File: config.mk
export PLATFORM = sky130hd
export DESIGN_NAME = cmplx_prod_acc
export DESIGN_NICKNAME = d
export VERILOG_FILES = /design/src/rtl/cmplx_pkg.sv /design/src/rtl/cmplx_sat_add.sv /design/src/rtl/cmplx_prod_acc.sv
export SDC_FILE = /design/constraint.sdc
export NUM_CORES = 1
export LEC_CHECK = 0
export ABC_AREA = 1
export CAP_MARGIN = 20
export CORE_MARGIN = 2
export CORE_UTILIZATION = 55
export DETAILED_ROUTE_END_ITERATION = 10
export HOLD_SLACK_MARGIN = 0.06
export MAX_ROUTING_LAYER = met4
export PLACE_DENSITY_LB_ADDON = 0.15
export SYNTH_ARGS = -nofsm -noshare
export SYNTH_HDL_FRONTEND = slang
export SYNTH_HIERARCHICAL = 1
export SYNTH_SLANG_ARGS = --single-unit
export TNS_END_PERCENT = 30
File: constraint.sdc
create_clock -name clk -period 3 [get_ports clk]
set_clock_uncertainty 0.05 [all_clocks]
set_input_delay 0.6 -clock clk [delete_from_list [all_inputs] [get_ports clk]]
set_output_delay 0.6 -clock clk [all_outputs]
set_load 0.03 [all_outputs]
File: src/rtl/cmplx_pkg.sv
// rtl/cmplx_pkg.sv - shared constants, state type and {re,im} unpack helpers for the complex datapath
package cmplx_pkg;

  localparam int PW_DEF    = 16;
  localparam int ACC_W_DEF = 20;

  typedef enum logic [1:0] {
    IDLE = 2'd0,
    ACC  = 2'd1,
    DONE = 2'd2
  } state_t;

  function automatic logic signed [PW_DEF-1:0] cmplx_re(input logic [2*PW_DEF-1:0] w);
    return w[2*PW_DEF-1:PW_DEF];
  endfunction

  function automatic logic signed [PW_DEF-1:0] cmplx_im(input logic [2*PW_DEF-1:0] w);
    return w[PW_DEF-1:0];
  endfunction

endpackage

File: src/rtl/cmplx_sat_add.sv
// rtl/cmplx_sat_add.sv - signed saturating adder with saturation flag
module cmplx_sat_add #(
  parameter int W = 20
) (
  input  logic [W-1:0] a,
  input  logic [W-1:0] b,
  output logic [W-1:0] sum,
  output logic         sat
);

  logic [W:0] wide;

  // One guard bit: the W-bit result overflowed exactly when the top two bits disagree
  always_comb begin
    wide = {a[W-1], a} + {b[W-1], b};
    sum  = wide[W-1:0];
    sat  = 1'b0;
    if (wide[W] != wide[W-1]) begin
      sat = 1'b1;
      sum = wide[W] ? {1'b1, {(W-1){1'b0}}} : {1'b0, {(W-1){1'b1}}};
    end
  end

endmodule

File: src/rtl/cmplx_prod_acc.sv
// rtl/cmplx_prod_acc.sv - per-frame saturating accumulator of complex products (complex dot product)
module cmplx_prod_acc
  import cmplx_pkg::*;
#(
  parameter  int PW        = PW_DEF,
  parameter  int ACC_W     = ACC_W_DEF,
  parameter  int MAX_TERMS = 16,
  localparam int CNT_W     = $clog2(MAX_TERMS + 1)
) (
  input  logic               clk,
  input  logic               rst,
  input  logic               in_valid,
  output logic               in_ready,
  input  logic [2*PW-1:0]    in_data,
  input  logic               in_last,
  output logic               out_valid,
  input  logic               out_ready,
  output logic [2*ACC_W-1:0] out_data,
  output logic [CNT_W-1:0]   out_count,
  output logic               out_ovf
);

  localparam logic [CNT_W-1:0] MAX_CNT = CNT_W'(MAX_TERMS);

  state_t            state_q, state_d;
  logic [ACC_W-1:0]  acc_re_q, acc_re_d, acc_im_q, acc_im_d;
  logic [CNT_W-1:0]  cnt_q, cnt_d, cnt_inc;
  logic              ovf_q, ovf_d;
  logic [ACC_W-1:0]  term_re, term_im, sum_re, sum_im;
  logic              sat_re, sat_im, accept;

  assign term_re = {{(ACC_W-PW){in_data[2*PW-1]}}, in_data[2*PW-1:PW]};
  assign term_im = {{(ACC_W-PW){in_data[PW-1]}}, in_data[PW-1:0]};

  cmplx_sat_add #(.W(ACC_W)) u_add_re (.a(acc_re_q), .b(term_re), .sum(sum_re), .sat(sat_re));
  cmplx_sat_add #(.W(ACC_W)) u_add_im (.a(acc_im_q), .b(term_im), .sum(sum_im), .sat(sat_im));

  assign in_ready  = (state_q != DONE) || out_ready;
  assign accept    = in_valid && in_ready;
  assign cnt_inc   = cnt_q + 1'b1;
  assign out_valid = (state_q == DONE);
  assign out_data  = {acc_re_q, acc_im_q};
  assign out_count = cnt_q;
  assign out_ovf   = ovf_q;

  // An accept outside ACC always opens a new frame, including the no-bubble restart from DONE
  always_comb begin
    state_d  = state_q;
    acc_re_d = acc_re_q;
    acc_im_d = acc_im_q;
    cnt_d    = cnt_q;
    ovf_d    = ovf_q;
    if (accept && state_q != ACC) begin
      acc_re_d = term_re;
      acc_im_d = term_im;
      cnt_d    = CNT_W'(1);
      ovf_d    = 1'b0;
      state_d  = (in_last || MAX_TERMS == 1) ? DONE : ACC;
    end else if (accept) begin
      acc_re_d = sum_re;
      acc_im_d = sum_im;
      cnt_d    = cnt_inc;
      ovf_d    = ovf_q | sat_re | sat_im;
      state_d  = (in_last || cnt_inc == MAX_CNT) ? DONE : ACC;
    end else if (state_q == DONE && out_ready) begin
      state_d  = IDLE;
    end
  end

  always_ff @(posedge clk or posedge rst) begin
    if (rst) begin
      state_q  <= IDLE;
      acc_re_q <= '0;
      acc_im_q <= '0;
      cnt_q    <= '0;
      ovf_q    <= 1'b0;
    end else begin
      state_q  <= state_d;
      acc_re_q <= acc_re_d;
      acc_im_q <= acc_im_d;
      cnt_q    <= cnt_d;
      ovf_q    <= ovf_d;
    end
  end

endmodule
==> impl_metrics.env, run 1 <==
export IMPL_status="finished clean"
export IMPL_fp_dieW_um=101
export IMPL_via_per_inst=5.51
export IMPL_cp_required_ns=3.16
export IMPL_total_power_mw=8.02
export IMPL_setup_viol=0
export IMPL_report_final_slew_viol_count=0
export IMPL_powerDensity_nw_per_um2=1160
export IMPL_path_max_fanout=6
export IMPL_swShare_pct=51.6
export IMPL_path_cells="clkdlybuf4s50_1 -> ha_1 -> nand2_1 -> buf_4 -> nor3_1 -> nand3_1 -> nand4_1 -> nand2_1 -> nand2_1 -> nand2_2 -> a22oi_1 -> nand2_1"
export IMPL_cell_internal_pwr_mw=3.88
export IMPL_pre_cts_ws_ns=-0.234
export IMPL_rsz0062_at_grt="false"
export IMPL_wl_per_cell_um=15.4
export IMPL_synth_seq_area_share_pct=23.1
export IMPL_tns_ns=0
export IMPL_clockBufferDepth=2
export IMPL_n_fill_cell=726
export IMPL_first_pass_iters=5
export IMPL_area_delta_synth_final_pct=33.1
export IMPL_yosysUniqueCellTypes=36
export IMPL_worstSetupPathType="in -> reg"
export IMPL_drcViolationCount=0
export IMPL_gp_congestion=0.981
export IMPL_die_y_um=101
export IMPL_initial_core_util_pct=56.5
export IMPL_syn_nets=873
export IMPL_diodes=0
export IMPL_p_comb_share_pct=79.6
export IMPL_netlist_area_um2=5200
export IMPL_max_stage_delay_ns=0.52
export IMPL_synth_seq_cells=48
export IMPL_clk_latency_ns=0.32
export IMPL_dpl_hpwl_mm=13.0
export IMPL_finalCritPeriodShare_pct=94.4
export IMPL_synth_warnings=6
export IMPL_core_area_um2=9200
export IMPL_clk_pin_slew_worst_paths_ns=0.11
export IMPL_holdWs_ns=0.492
export IMPL_min_path_type="reg -> reg"
export IMPL_htreeDepth=2
export IMPL_worst_slack_ns=0.169
export IMPL_track_usage_pct=33.9
export IMPL_grt_pass1_vias=6006
export IMPL_antenna_found_initial=0
export IMPL_wl_mm=16.5
export IMPL_root_buffer="clkbuf_8"
export IMPL_hold_violations=0
export IMPL_power_switching_mw=4.14
export IMPL_vias=5932
export IMPL_io_buffers=84
export IMPL_cp_end_kind="flop"
export IMPL_ant_nets=0
export IMPL_ir_worst_vdd_mv=0.616
export IMPL_placement_rows=35
export IMPL_tightest_slew_ns=0.564
export IMPL_grt_ovfl_total=0
export IMPL_synth_edf_count=0
export IMPL_synthArstFlopShare_pct=100
export IMPL_synth_avg_cell_area_um2=6.55
export IMPL_io_pins=85
export IMPL_numCtsBuffers=5
export IMPL_grt_pass1_wl_mm=27.0
export IMPL_p_seq_share_pct=15.1
export IMPL_arrival_ns=2.99
export IMPL_max_freq_ghz=0.353
export IMPL_min_period_ns=2.83
export IMPL_cap_violations=0
export IMPL_p_leak_nw=3.67
export IMPL_syn_inst=793
export IMPL_cts_tree="done"
export IMPL_drive_gt1_share_pct=17.5
export IMPL_clkPwrFrac_pct=5.3
export IMPL_crit_slowest_cell="clkdlybuf4s50_1"
export IMPL_startpoint_type="primary input"
export IMPL_dr_first_iter_drc_count=276
export IMPL_dieArea_um2=10200
export IMPL_relSlewSlack_pct=62.4
export IMPL_nets=1044
export IMPL_grt_max_degree=46
export IMPL_clock_sinks=48
export IMPL_crit_top_cell="nand2_1"
export IMPL_synth_ff_type="dfrtp_1"
[layout by cell type (no fill, tap or decap), types with 2 or more instances in the layout]
cell	n
a21o_1	2
a21oi_1	40
a21oi_2	2
a22oi_1	19
and2_1	5
buf_12	6
buf_4	94
clkbuf_8	5
clkdlybuf4s50_1	83
dfrtp_1	48
fa_1	2
ha_1	37
ha_4	3
inv_1	72
inv_2	11
inv_6	2
nand2_1	304
nand2_2	26
nand2_4	2
nand3_1	55
nand3_2	2
nand3b_1	2
nand4_1	15
nor2_1	42
nor2_2	4
nor2_4	4
nor3_1	16
o21ai_0	10
o21bai_1	9
o22ai_1	7
o22ai_2	4
xnor2_1	5
xor2_1	19
[power by group through the flow]
stage	logic, mW	registers (mW)	clock network, mW
finish	6.38	1.21	0.427
global route	6.96	1.25	0.457
CTS	6.28	1.20	0.435
detailed placement	6.25	1.21	0
global placement	6.13	1.20	0
floorplan	3.41	1.69	0
[cell families (layout without fill, tap and decap cells)]
kind of cell             after synthesis  in the layout  synth area share, %
AO/OA/AOI/OAI                         96             96                 11.7
AND/OR/NAND/NOR                      478            478                 40.2
buffers and inverters                104            276                 10.3
XOR/XNOR                              24             24                 4.04
flip-flops                            48             48                 23.1
adder cells (fa/ha/maj)               43             43                 10.6
[synthesized netlist by cell type, types with 2 or more instances]
library cell	n	area [µm²]
inv_2	10	37.5
nor2_2	4	25.0
and2_1	5	31.3
a22oi_1	19	143
nand3_2	2	20.0
buf_4	2	15.0
o22ai_1	7	43.8
nand2_4	2	22.5
a21oi_2	2	17.5
nor2_4	4	45.0
xor2_1	19	166
nand2_2	26	163
nor2_1	42	158
fa_1	2	40.0
xnor2_1	5	43.8
nand3_1	55	275
o22ai_2	4	50.1
dfrtp_1	48	1200
nor3_1	16	80.1
a21oi_1	40	200
buf_6	16	180
nand3b_1	2	15.0
o21bai_1	9	67.6
ha_1	41	513
nand4_1	15	93.8
nand2_1	304	1140
a21o_1	2	15.0
inv_1	73	274
o21ai_0	10	50.1
[per-layer routing]
layer | vias to the layer above | part of all wire [%] | GRT usage, %
met4 | 0 | 3.2 | 14.9
met1 | 2752 | 40 | 38.1
met5 | - | 0 | -
li1 | 2925 | - | -
met3 | 42 | 5.0 | 3.31
met2 | 213 | 52 | 60.8
[flip-flops by register name (all words and copies together) (netlist names)]
signal and count:
state_q 2, out_ovf 1, acc_im_q 20, acc_re_q 20, out_count 5
[layout make-up]
type / instances / area (µm²) / share of cell area, %
clock inverters: 3 / 21.3 / 0.307
clock buffers: 5 / 68.8 / 0.994
inverters: 84 / 320 / 4.63
repair buffers: 184 / 1670 / 24.1
well taps: 111 / 139 / 2.01
multi-input cells: 641 / 3500 / 50.6
flip-flops and latches: 48 / 1200 / 17.4
[through the flow]
step / utilization, % / cells / instance area, µm²
global route: 75.3 / 1076 / 6920
global placement: 73.8 / 1068 / 6790
detailed placement: 73.8 / 1068 / 6790
CTS: 74.8 / 1076 / 6880
floorplan: - / 793 / 5200
finish: 75.3 / 1076 / 6920
[what timing repair did]
item,4_1_cts,5_1_grt
setup endpoints to repair,0,19
hold buffers,0,0
gates resized for setup,0,6
setup buffers,0,0
[final timing paths]
check	start	end	slack (ns)	cells past startpoint
worst min register to register	acc_re_q[2]$_DFFE_PP0P_	acc_re_q[2]$_DFFE_PP0P_	0.49	2
min in group asynchronous	rst	out_count[3]$_DFFE_PP0P_	0.55	2
max in group asynchronous	rst	acc_re_q[10]$_DFFE_PP0P_	1.72	3
worst max register to register	acc_im_q[0]$_DFFE_PP0P_	acc_im_q[9]$_DFFE_PP0P_	0.52	13
worst max-delay path	in_data[31]	acc_re_q[18]$_DFFE_PP0P_	0.17	12
worst min-delay path	acc_re_q[2]$_DFFE_PP0P_	acc_re_q[2]$_DFFE_PP0P_	0.49	2
[critical path, delay by kind of cell]
kind	cells	cell delay, ns
buffers and inverters	2	0.67
AND/OR/NAND/NOR	8	1.09
adder cells (fa/ha/maj)	1	0.43
AO/OA/AOI/OAI	1	0.18
Power figures use the tool's default switching activity.
==> run 2, diff against run 1 <==
--- a/config.mk
+++ b/config.mk
@@ -6,11 +6,11 @@
 export NUM_CORES = 1
 export LEC_CHECK = 0
 export ABC_AREA = 1
+export ABC_CLOCK_PERIOD_IN_PS = 3000
 export CAP_MARGIN = 20
 export CORE_MARGIN = 2
 export CORE_UTILIZATION = 55
 export DETAILED_ROUTE_END_ITERATION = 10
-export HOLD_SLACK_MARGIN = 0.06
 export MAX_ROUTING_LAYER = met4
 export PLACE_DENSITY_LB_ADDON = 0.15
 export SYNTH_ARGS = -nofsm -noshare
==> results of run 2 <==
The final DEF is identical to that of run 1; final timing and power are the same.
